`src/rtl/kf_pkg.sv`:
```
// Shared definitions for the Kalman-filter datapath and its frame sequencer.
package kf_pkg;

   localparam int unsigned KF_N    = 20;
   localparam int unsigned KF_FRAC = 10;
   localparam int          KF_ONE  = 1 <<< KF_FRAC;

   typedef enum logic [1:0] {
      ST_IDLE   = 2'd0,
      ST_LAUNCH = 2'd1,
      ST_WAIT   = 2'd2,
      ST_EMIT   = 2'd3
   } kf_state_e;

endpackage

```
`src/rtl/kf_wdog.sv`:
```
// Clearable up-counter; tc_o flags the TIMEOUT-th counted cycle since the last clear.
module kf_wdog #(
   parameter int unsigned TIMEOUT = 48
) (
   input  logic clk,
   input  logic rst_n,
   input  logic clr_i,
   input  logic en_i,
   output logic tc_o
);

   localparam int unsigned W = $clog2(TIMEOUT + 1);

   logic [W-1:0] cnt_q, cnt_d;

   always_comb begin
      cnt_d = cnt_q;
      if (clr_i)
         cnt_d = '0;
      else if (en_i)
         cnt_d = cnt_q + 1'b1;
   end

   always_ff @(posedge clk) begin
      if (!rst_n)
         cnt_q <= '0;
      else
         cnt_q <= cnt_d;
   end

   assign tc_o = (cnt_q == W'(TIMEOUT - 1));

endmodule

```
`src/rtl/kf_frame_sequencer.sv`:
```
// Frame sequencer for top_kf: accepts a measurement frame, launches the filter,
// captures the posterior state, loops it back as x_prev and presents the estimate.
module kf_frame_sequencer
   import kf_pkg::*;
#(
   parameter int unsigned  N       = KF_N,
   parameter int unsigned  FRAC    = KF_FRAC,
   parameter int unsigned  TIMEOUT = 48,
   parameter logic [N-1:0] X0_00   = '0,
   parameter logic [N-1:0] X0_10   = '0
) (
   input  logic         clk,
   input  logic         rst_n,
   input  logic         meas_valid,
   output logic         meas_ready,
   input  logic         meas_first,
   input  logic [N-1:0] meas_z00,
   input  logic [N-1:0] meas_z10,
   input  logic [N-1:0] meas_u00,
   input  logic [N-1:0] meas_u10,
   output logic         kf_start,
   output logic [N-1:0] kf_z00,
   output logic [N-1:0] kf_z10,
   output logic [N-1:0] kf_u00,
   output logic [N-1:0] kf_u10,
   output logic [N-1:0] kf_x00_prev,
   output logic [N-1:0] kf_x10_prev,
   input  logic         kf_done,
   input  logic [N-1:0] kf_x00_post,
   input  logic [N-1:0] kf_x10_post,
   output logic         est_valid,
   input  logic         est_ready,
   output logic [N-1:0] est_x00,
   output logic [N-1:0] est_x10,
   output logic [15:0]  est_seq,
   output logic         err_timeout,
   input  logic         err_clr,
   output logic         busy
);

   kf_state_e    state_q, state_d;
   logic [N-1:0] z00_q, z00_d, z10_q, z10_d, u00_q, u00_d, u10_q, u10_d;
   logic [N-1:0] xp00_q, xp00_d, xp10_q, xp10_d;
   logic [N-1:0] ex00_q, ex00_d, ex10_q, ex10_d;
   logic [15:0]  seq_q, seq_d, est_seq_q, est_seq_d;
   logic         err_q, err_d;
   logic         wd_clr, wd_tc, timeout_hit;
   logic         unused_frac;

   // FRAC only documents the Q format of the passed-through words.
   assign unused_frac = (FRAC < N) ^ (KF_ONE > 0);

   // Watchdog runs from the launch cycle so its terminal count lines up with kf_start.
   kf_wdog #(.TIMEOUT(TIMEOUT)) u_wdog (
      .clk   (clk),
      .rst_n (rst_n),
      .clr_i (wd_clr),
      .en_i  ((state_q == ST_LAUNCH) || (state_q == ST_WAIT)),
      .tc_o  (wd_tc)
   );

   always_comb begin
      state_d     = state_q;
      z00_d       = z00_q;
      z10_d       = z10_q;
      u00_d       = u00_q;
      u10_d       = u10_q;
      xp00_d      = xp00_q;
      xp10_d      = xp10_q;
      ex00_d      = ex00_q;
      ex10_d      = ex10_q;
      seq_d       = seq_q;
      est_seq_d   = est_seq_q;
      wd_clr      = 1'b0;
      timeout_hit = 1'b0;
      unique case (state_q)
         ST_IDLE: begin
            if (meas_valid) begin
               z00_d  = meas_z00;
               z10_d  = meas_z10;
               u00_d  = meas_u00;
               u10_d  = meas_u10;
               wd_clr = 1'b1;
               if (meas_first) begin
                  xp00_d = X0_00;
                  xp10_d = X0_10;
               end
               state_d = ST_LAUNCH;
            end
         end
         ST_LAUNCH: state_d = ST_WAIT;
         ST_WAIT: begin
            if (kf_done) begin
               ex00_d    = kf_x00_post;
               ex10_d    = kf_x10_post;
               xp00_d    = kf_x00_post;
               xp10_d    = kf_x10_post;
               est_seq_d = seq_q;
               seq_d     = seq_q + 16'd1;
               state_d   = ST_EMIT;
            end else if (wd_tc) begin
               timeout_hit = 1'b1;
               state_d     = ST_IDLE;
            end
         end
         ST_EMIT: if (est_ready) state_d = ST_IDLE;
         default: state_d = ST_IDLE;
      endcase
      err_d = err_q;
      if (err_clr)     err_d = 1'b0;
      if (timeout_hit) err_d = 1'b1;
   end

   always_ff @(posedge clk) begin
      if (!rst_n) begin
         state_q   <= ST_IDLE;
         z00_q     <= '0;
         z10_q     <= '0;
         u00_q     <= '0;
         u10_q     <= '0;
         xp00_q    <= X0_00;
         xp10_q    <= X0_10;
         ex00_q    <= '0;
         ex10_q    <= '0;
         seq_q     <= '0;
         est_seq_q <= '0;
         err_q     <= 1'b0;
      end else begin
         state_q   <= state_d;
         z00_q     <= z00_d;
         z10_q     <= z10_d;
         u00_q     <= u00_d;
         u10_q     <= u10_d;
         xp00_q    <= xp00_d;
         xp10_q    <= xp10_d;
         ex00_q    <= ex00_d;
         ex10_q    <= ex10_d;
         seq_q     <= seq_d;
         est_seq_q <= est_seq_d;
         err_q     <= err_d;
      end
   end

   assign meas_ready  = (state_q == ST_IDLE);
   assign busy        = (state_q != ST_IDLE);
   assign kf_start    = (state_q == ST_LAUNCH);
   assign est_valid   = (state_q == ST_EMIT);
   assign kf_z00      = z00_q;
   assign kf_z10      = z10_q;
   assign kf_u00      = u00_q;
   assign kf_u10      = u10_q;
   assign kf_x00_prev = xp00_q;
   assign kf_x10_prev = xp10_q;
   assign est_x00     = ex00_q;
   assign est_x10     = ex10_q;
   assign est_seq     = est_seq_q;
   assign err_timeout = err_q;

endmodule
```
`config.mk`:
```
export PLATFORM = sky130hd
export DESIGN_NAME = kf_frame_sequencer
export DESIGN_NICKNAME = d
export VERILOG_FILES = /design/src/rtl/kf_pkg.sv /design/src/rtl/kf_wdog.sv /design/src/rtl/kf_frame_sequencer.sv
export SDC_FILE = /design/constraint.sdc
export NUM_CORES = 1
export LEC_CHECK = 0
export CORE_UTILIZATION = 42
export DETAILED_ROUTE_END_ITERATION = 8
export PLACE_DENSITY_LB_ADDON = 0.25
export RECOVER_POWER = 25
export SKIP_CTS_REPAIR_TIMING = 1
export SLEW_MARGIN = 40
export SYNTH_ARGS = -nofsm -noshare
export SYNTH_HDL_FRONTEND = slang
export SYNTH_SLANG_ARGS = --single-unit
export TNS_END_PERCENT = 50
```
`constraint.sdc`:
```
create_clock -name clk -period 2 [get_ports clk]
set_input_delay 0.2 -clock clk [delete_from_list [all_inputs] [get_ports clk]]
set_output_delay 0.2 -clock clk [all_outputs]
set_load 0.01 [all_outputs]
```
Word level (Yosys, flattened, before mapping)

Index checks and enable logic that the tools add are counted.

Register bits: 201
Word-level logic and storage cells: 53
Output and inout bits: 181
Input port bits: 127

Equality and inequality tests: 9
Bitwise gates (word level): 1
Reduce and logical (&&, ||, !) cells: 10
Muxes and demuxes: 18
Add/sub/neg operators: 2

Operators by type and width:

| kind                                           | number |
|---|---|
| 2-to-1 mux 20 bit                              | 4 |
| case mux 20 bit (2 select lines)               | 2 |
| adder 16 x 1 -> 16 bit (second input constant) | 1 |
| 2-to-1 mux 2 bit                               | 4 |
| case mux 2 bit (4 select lines)                | 1 |
| 2-to-1 mux 1 bit                               | 7 |
| adder 6 x 1 -> 6 bit (second input constant)   | 1 |
| == test 6 bit (second input constant)          | 1 |
| nonzero test 2 bit                             | 3 |
| == test 2 bit (second input constant)          | 2 |
| != test 2 x 1 -> 1 bit (second input constant) | 2 |
| != test 2 bit (second input constant)          | 2 |
| AND reduction 2 bit                            | 2 |
| AND reduction 4 bit                            | 1 |
| != test 3 x 2 -> 1 bit (second input constant) | 1 |
| AND reduction 3 bit                            | 1 |
| == test 2 x 1 -> 1 bit (second input constant) | 1 |
| logical NOT 2 bit                              | 1 |
| OR reduction 2 bit                             | 1 |
| logical OR 1 bit                               | 1 |
| inverter 1 bit                                 | 1 |

Logic depth before layout (Yosys ltp)

Gate-level depths: netlist (run 1).

Depth in word-level cells: 5
Gate-level depth with buffers: 8
Gate-level depth less buffers: 6

Hierarchy

From an unflattened synthesis (run 1), not the netlist that was laid out.

Cells, all modules: 906
Area total of the unflattened synthesis: 7273.2 µm²

Modules (own cells, without submodules):

| module             | instances | sequential area each (µm²) | area each (µm²) | cells each |
|---|---|---|---|---|
| kf_frame_sequencer | 1         | 3903.7                     | 7015.5          | 878 |
| kf_wdog            | 1         | 120.1                      | 257.7           | 28 |

Least setup slack after synthesis (run 1)

Ideal clock, no wire load.

Path kind: register -> register
Start point: register state_q[0]
End point: register xp00_q[0], in the netlist kf_x00_prev[0]
Required time: 1.882 ns
Stages on the path, launching flop included: 9
Period minus slack after synthesis: 1.681 ns
Setup time: 0.118 ns
Path buffers: 2
Data arrival time: 1.562 ns
Slack: 0.319 ns
Path through: dfxtp_1 -> inv_1 -> ha_1 -> buf_6 -> nor2b_1 -> a211o_1 -> buf_2 -> a22oi_1 -> nor2b_1

Word-level cells in the longest chain between the ends: 3
Elaborated cells on any way between the ends: 8
Those cells by class: eq/ne: 4; mux: 1; reduce/logical: 3

RTL lines:

| item                                                      | line                      | text |
|---|---|---|
| from (decl)                                               | kf_frame_sequencer.sv:41  | `kf_state_e state_q, state_d;` |
| from (signal assigned)                                    | kf_frame_sequencer.sv:129 | `state_q <= state_d;` |
| == test 2 bit / logical NOT 2 bit (equally long branches) | kf_frame_sequencer.sv:76  | `unique case (state_q)` |
| != test 2 bit (no line) (tied with other cells)           | n/a                       |  |
| AND reduction 4 bit (no line)                             | n/a                       |  |
| to (signal assigned)                                      | kf_frame_sequencer.sv:134 | `xp00_q <= xp00_d;` |
| to (decl)                                                 | kf_frame_sequencer.sv:43  | `logic [N-1:0] xp00_q, xp00_d, xp10_q, xp10_d;` |

Parallel ways exist; a longest one is shown, timed or not.
A chain may end at the register's enable or synchronous reset.

Worst setup path in the final report (run 1)

Start point: register state_q[0]
End point: output port meas_ready

Word-level cells in the longest chain between the ends: 1

RTL lines:

| item              | line                      | text |
|---|---|---|
| logical NOT 2 bit | kf_frame_sequencer.sv:144 | `assign meas_ready = (state_q == ST_IDLE);` |
| to (decl)         | kf_frame_sequencer.sv:15  | `output logic meas_ready,` |

Every way passes these cells.

==> run_results.csv, run 1 <==
group,metric,value,unit
synthesis,yosysSeqAreaShare,52.4,%
timing,finalSetupViolations,0,
setup_path,cp.arrival,1720,ps
synthesis,synth_top_area_share,52.4,%
die,coreArea,0.0179,mm²
die,num_rows,49,
power,p_per_area,1030,mW/mm²
setup_path,reg2regPathDepth,7,
layout,fin_nets,1281,
drt,post-route-drc-count,0,
synthesis,synthCells,862,
synthesis,yosysUniqueCellTypes,39,
die,die_w,137,µm
global_route,grt_pass1_vias,6380,
setup_path,r2r_setup_slack,230,ps
global_route,grtUsageTotal,21.7,%
setup_path,reg2reg_from,"state_q[0]",
global_route,overflow,0,
die,die_area,0.0188,mm²
synthesis,synth_nets,995,
power,leakage,0.00420,µW
synthesis,ys_seq_elements,201,
power,ir_drop,0.00110,V
layout,area_growth_syn_to_layout,53.2,%
timing,slew_headroom,58.2,%
clock_tree,h-tree-depth,1,
layout,drive_gt1_share,5.42,%
global_route,antenna_found_initial,1,
clock_tree,cts.path.max_buffers,3,
drt,drtIter0Drc,335,
synthesis,async_reset_ff_share,0,%
flow_run,max_cap_viol_count,0,
synthesis,synth_ff_type,"dfxtp_1",
global_route,grt_pass1_wl,32.5,mm
timing,hold_viol,0,
drt,drt-wirelength-per-cell,15.2,µm
clock_tree,cts_tree,"yes",
synthesis,yosys_warnings,0,
drt,vias,6730,
clock_tree,clock_latency,490,ps
timing,skew,4.31,ps
place,hpwl,14.5,mm
setup_path,endpoint_kind,"output port",
place,portBuffers,307,
drt,ant_nets,0,
worst_hold_path,hold_start,"rst_n",
synthesis,synthTopCellsByArea,"dfxtp_1, nand2_1, a21boi_0",
place,gp_congestion,0.834,
timing,fin_tns_setup,0,ps
timing,max_freq,520,MHz
clock_tree,clock-sinks,201,
synthesis,netlist_area,0.00767,mm²
worst_hold_path,holdPathStages,2,
drt,routed_wl,21.1,mm
timing,fin_crit,1920,ps
drt,drt-pass1-iter-count,4,
die,die_y,137,µm
setup_path,critPathMaxFanout,8,
clock_tree,cts.clk_slew.worst_paths,50,ps
run_status,status,"finished, final reports clean",
timing,fin_crit_sh,96.2,%
layout,nFillCells,1528,
synthesis,avgSynthCellArea,8.90,µm²
die,initial_core_util,42.9,%
die,io_pins,308,
timing,timing.final.max_slew_violations,0,
synthesis,synth_area_leader_cell,"dfxtp_1",
worst_hold_path,min_delay_worst_endpoint,"kf_u00[10]",
setup_path,path_class,"reg -> out",
setup_path,worstReg2RegEnd,"kf_x10_prev[3]",
setup_path,setup.worst_path.start_class,"flip-flop",
worst_hold_path,hold_class,"in -> reg",
clock_tree,cts_root_buffer,"clkbuf_16",
clock_tree,cts_buffers,23,
global_route,grt_max_degree,81,
layout,postLayoutCoreUtil,65.7,%
synthesis,synth_edf_count,0,
drt,vias_per_cell,4.83,
timing,worstMarginPinSlew,625,ps
setup_path,crit_required,1800,ps
synthesized netlist by cell type (6+ instances only):
master	n
and2_1	13
nor2b_1	43
buf_2	25
clkbuf_1	33
a21boi_1	22
ha_1	6
a21boi_0	116
dfxtp_1	201
nand2_1	287
a22oi_1	40
nor2_1	6
inv_1	7
xor2_1	7
xnor2_1	8
how the worst max path moves through the flow:
stage	start	end	slack (ps)	depth (start not counted)
3_5_place_dp	kf_done	kf_x00_prev[13]	130	6
6_report	state_q[0]	meas_ready	80	3
5_1_grt	state_q[1]	meas_ready	-1	3
2_1_floorplan	state_q[0]	kf_x00_prev[0]	320	8
3_3_place_gp	kf_done	kf_x00_prev[6]	200	6
4_1_cts	state_q[0]	busy	-240	4
placed cells by master, fill, tap and decap left out, types with 3 or more instances in the layout:
cell type          n
clkdlybuf4s50_1  305
nand2_1          286
dfxtp_1          199
a21boi_0         116
nor2b_1           43
a22oi_1           40
clkbuf_16         23
a21boi_1          22
and2_1            12
buf_12            11
xnor2_1            8
inv_1              7
xor2_1             7
clkbuf_1           7
clkbuf_8           7
nor2_1             5
nand4_1            5
ha_1               5
buf_4              5
nor3_1             4
a21oi_1            4
o21ai_0            4
mux2i_1            3
or3_1              3
sequential cells by signal, summed over array words and instances, names as in the netlist:
name / cells
state_q: 2
seq_q: 16
u_wdog.cnt_q: 6
est_x00: 20
kf_z10: 20
kf_x10_prev: 20
est_x10: 20
kf_u10: 20
kf_u00: 20
kf_z00: 20
err_timeout: 1
est_seq: 16
kf_x00_prev: 20
routing by layer:
layer  part of all wire (%)  vias to the layer above  GRT usage [%]
met3                    7.8                       54           7.11
met1                     42                     3072           25.8
met4                    3.8                        0           9.28
met2                     46                      197           35.7
met5                      0                        -              0
li1                       -                     3407              -
stage by stage:
stage | setup slack, ps | cell area, µm² | power [µW] | hold slack [ps] | cells
final | 76.7 | 11800 | 12100 | 156 | 1393
after global routing | -1.27 | 11800 | 12700 | 163 | 1393
after CTS | -240 | 11700 | 12200 | 143 | 1392
after detailed placement | 132 | 11000 | 8180 | 444 | 1352
after global placement | 197 | 11000 | 8140 | 439 | 1352
after floorplan | 319 | 7670 | 6380 | 335 | 862
power by group:
part	internal (µW)	switching [µW]	leakage, µW
Sequential	4450	234	0.00163
Combinational	1670	1770	0.00221
Clock	2380	1560	0.000355
logic make-up after synthesis:
logic type | share of synthesized area, %
buffers and inverters | 4.08
adders and majority gates | 0.978
and+or+nand+nor | 22.0
AOI/OAI and AO/OA | 18.4
DFF | 52.4
xor gates and xnor gates | 1.71
muxes | 0.391
worst max-delay path, stage by stage (launching register included):
cell and delay [ps]:
dfxtp_2 340, inv_1 120, ha_4 220, clkdlybuf4s50_1 550
layout make-up:
class | count | area [µm²] | share of cell area, %
repair buffers | 322 | 3320 | 28.3
clock inverters | 3 | 22.5 | 0.192
multi-input cells | 593 | 3370 | 28.7
diodes | 1 | 2.50 | 0.0213
inverters | 7 | 26.3 | 0.223
flip-flops and latches | 201 | 4030 | 34.2
well taps | 229 | 287 | 2.44
clock buffers | 37 | 698 | 5.94
No activity file was read; power rests on OpenSTA's default activity.
==> inputs of run 2 (changes only) <==
Settings changed: SYNTH_HIERARCHICAL set to 1.
==> run_results.csv, run 2 <==
group,metric,value,unit
timing,slew_headroom,70.3,%
layout,nFillCells,1427,
die,initial_core_util,43.4,%
synthesis,ys_seq_elements,201,
flow_run,max_cap_viol_count,0,
global_route,antenna_found_initial,0,
drt,drt-pass1-iter-count,5,
place,placed_area,0.0107,mm²
die,io_pins,308,
layout,area_growth_syn_to_layout,57.1,%
drt,post-route-drc-count,0,
setup_path,setup.worst_path.start_class,"flip-flop",
synthesis,synth_edf_count,0,
clock_tree,cts_buffers,22,
drt,ant_nets,0,
synthesis,synth_nets,1040,
timing,fin_crit_sh,94.6,%
power,clkPwrFrac,32.0,%
clock_tree,cts_tree,"yes",
clock_tree,cts.clk_slew.worst_paths,60,ps
power,p_comb_share,30.3,%
setup_path,critPathMaxFanout,6,
power,ir_drop,0.000788,V
power,pwr-share-seq,37.7,%
power,leakage,0.00406,µW
power,switching_share,31.2,%
worst_hold_path,holdPathStages,3,
place,hpwl,15.2,mm
timing,timing.final.max_slew_violations,0,
clock_tree,h-tree-depth,1,
synthesis,netlist_area,0.00727,mm²
drt,vias,7020,
die,die_y,134,µm
place,dp.cells,1392,
global_route,grtUsageTotal,24.1,%
synthesis,synth_ff_type,"dfxtp_1",
synthesis,synthTopCellsByArea,"dfxtp_1, nand2_1, a21oi_1",
setup_path,crit_required,1800,ps
run_status,status,"finished, final reports clean",
layout,postLayoutCoreUtil,68.2,%
setup_path,path_class,"reg -> out",
setup_path,cp.arrival,1690,ps
synthesis,synth_most_common_cell,"nand2_1",
drt,vias_per_cell,4.91,
setup_path,endpoint_kind,"output port",
clock_tree,cts_root_buffer,"clkbuf_16",
die,coreArea,0.0168,mm²
synthesis,yosysSeqAreaShare,55.3,%
layout,diodes,0,
synthesis,synthCells,906,
global_route,grt_pass1_wl,34.6,mm
synthesis,synth_commonest_cells,"nand2_1, dfxtp_1, a21oi_1",
synthesis,synth_area_leader_cell,"dfxtp_1",
die,num_rows,47,
timing,hold_viol,0,
synthesis,synth_top_area_share,55.3,%
synthesis,yosysUniqueCellTypes,33,
layout,postLayoutCellArea,0.0114,mm²
global_route,grt_pass1_vias,6684,
synthesis,yosys_warnings,6,
global_route,overflow,0,
power,p_per_area,1100,mW/mm²
layout,drive_gt1_share,6.04,%
layout,layout_common_cells,"nand2_1, clkdlybuf4s50_1, dfxtp_1",
power,p_int,8620,µW
timing,fin_crit,1890,ps
drt,routed_wl,22.2,mm
global_route,grt_max_degree,81,
layout,mostFrequentLayoutCell,"nand2_1",
synthesis,avgSynthCellArea,8.03,µm²
drt,drtIter0Drc,355,
timing,worstMarginPinSlew,446,ps
layout,fin_nets,1330,
worst_hold_path,hold_class,"in -> reg",
setup_path,reg2regPathDepth,6,
timing,skew,7.75,ps
timing,max_freq,529,MHz
place,portBuffers,307,
clock_tree,cts.path.max_buffers,3,
timing,finalSetupViolations,0,
die,die_w,134,µm
clock_tree,clock-sinks,201,
power,p_switching,3910,µW
die,die_area,0.0178,mm²
place,gp_congestion,0.805,
clock_tree,clock_latency,490,ps
synthesis,async_reset_ff_share,0,%
layout,layout.cells.non_filler,1429,
drt,drt-wirelength-per-cell,15.5,µm
==> run 2: changes by cell type after synthesis, moves of 3 or more <==
cell      change
buf_2         -4
and2_1       -12
a21boi_1     -22
nor2_1       +15
nand2b_1      +3
nor2b_1      -43
a21boi_0    -116
nand3_1      +44
clkbuf_1      +4
nand2_1      +39
a22oi_1      -39
a21oi_1     +176
buf_1         +5
==> run 2: worst paths after layout <==
path,to,slack (ps),startpoint
max reg2reg,seq_q[11],190,state_q[0]
min,kf_z10[12],250,meas_z10[12]
min reg2reg,kf_x00_prev[2],450,kf_x00_prev[2]
max,kf_start,110,state_q[1]
==> run 2: stage by stage <==
step           worst slack (ps)  power [µW]  TNS [ps]  hold WS, ps
3_5_place_dp                119        8560         0          443
5_1_grt                   -6.43       13200     -6.43          237
4_1_cts                    -223       12600      -397          227
6_report                    108       12500         0          252
3_3_place_gp                156        8490         0          437
2_1_floorplan               331        6670         0          336
==> run 2: logic make-up after synthesis <==
kind of cell             count (synthesis)  share of synthesized area [%]
XOR/XNOR                                16                           2.03
AND/OR/NAND/NOR                        418                           23.6
multiplexers                             3                          0.413
flip-flops                             201                           55.3
AO/OA/AOI/OAI                          188                           13.2
adder cells (fa/ha/maj)                  7                           1.20
buffers and inverters                   73                           4.23
==> run 2: layout make-up <==
class / count / area, µm² / share of cell area [%]
clock buffer: 32 / 669 / 5.86
inverter: 9 / 38.8 / 0.340
sequential: 201 / 4030 / 35.2
timing repair buffer: 330 / 3380 / 29.6
multi-input combinational: 632 / 2980 / 26.1
clock inverter: 5 / 53.8 / 0.471
tap: 220 / 275 / 2.41
==> run 2: power by group through the flow <==
stage	combinational [µW]	sequential (µW)	clock [µW]
6_report	3800	4720	4010
5_1_grt	4150	4780	4260
4_1_cts	3780	4720	4100
3_5_place_dp	3760	4800	0
3_3_place_gp	3710	4780	0
2_1_floorplan	1680	4980	0
==> run 2: worst max-delay path, stage by stage, from the launching register on <==
cell,delay [ps]
dfxtp_2,350
inv_1,120
ha_1,190
clkdlybuf4s50_1,540
==> run 2: metal layers <==
| metal | track usage (%) | up-vias | share of wire [%] |
|---|---|---|---|
| met4 | 9.03 | 0 | 3.2 |
| li1 | - | 3531 | - |
| met3 | 8.11 | 42 | 9.2 |
| met1 | 27.0 | 3193 | 39 |
| met2 | 42.1 | 254 | 48 |
| met5 | 0 | - | 0 |
==> inputs of run 3 (changes only) <==
Settings changed: RECOVER_POWER 25 to not set.
==> results of run 3 <==
No change in the layout: final DEF, timing and power equal those of run 2.
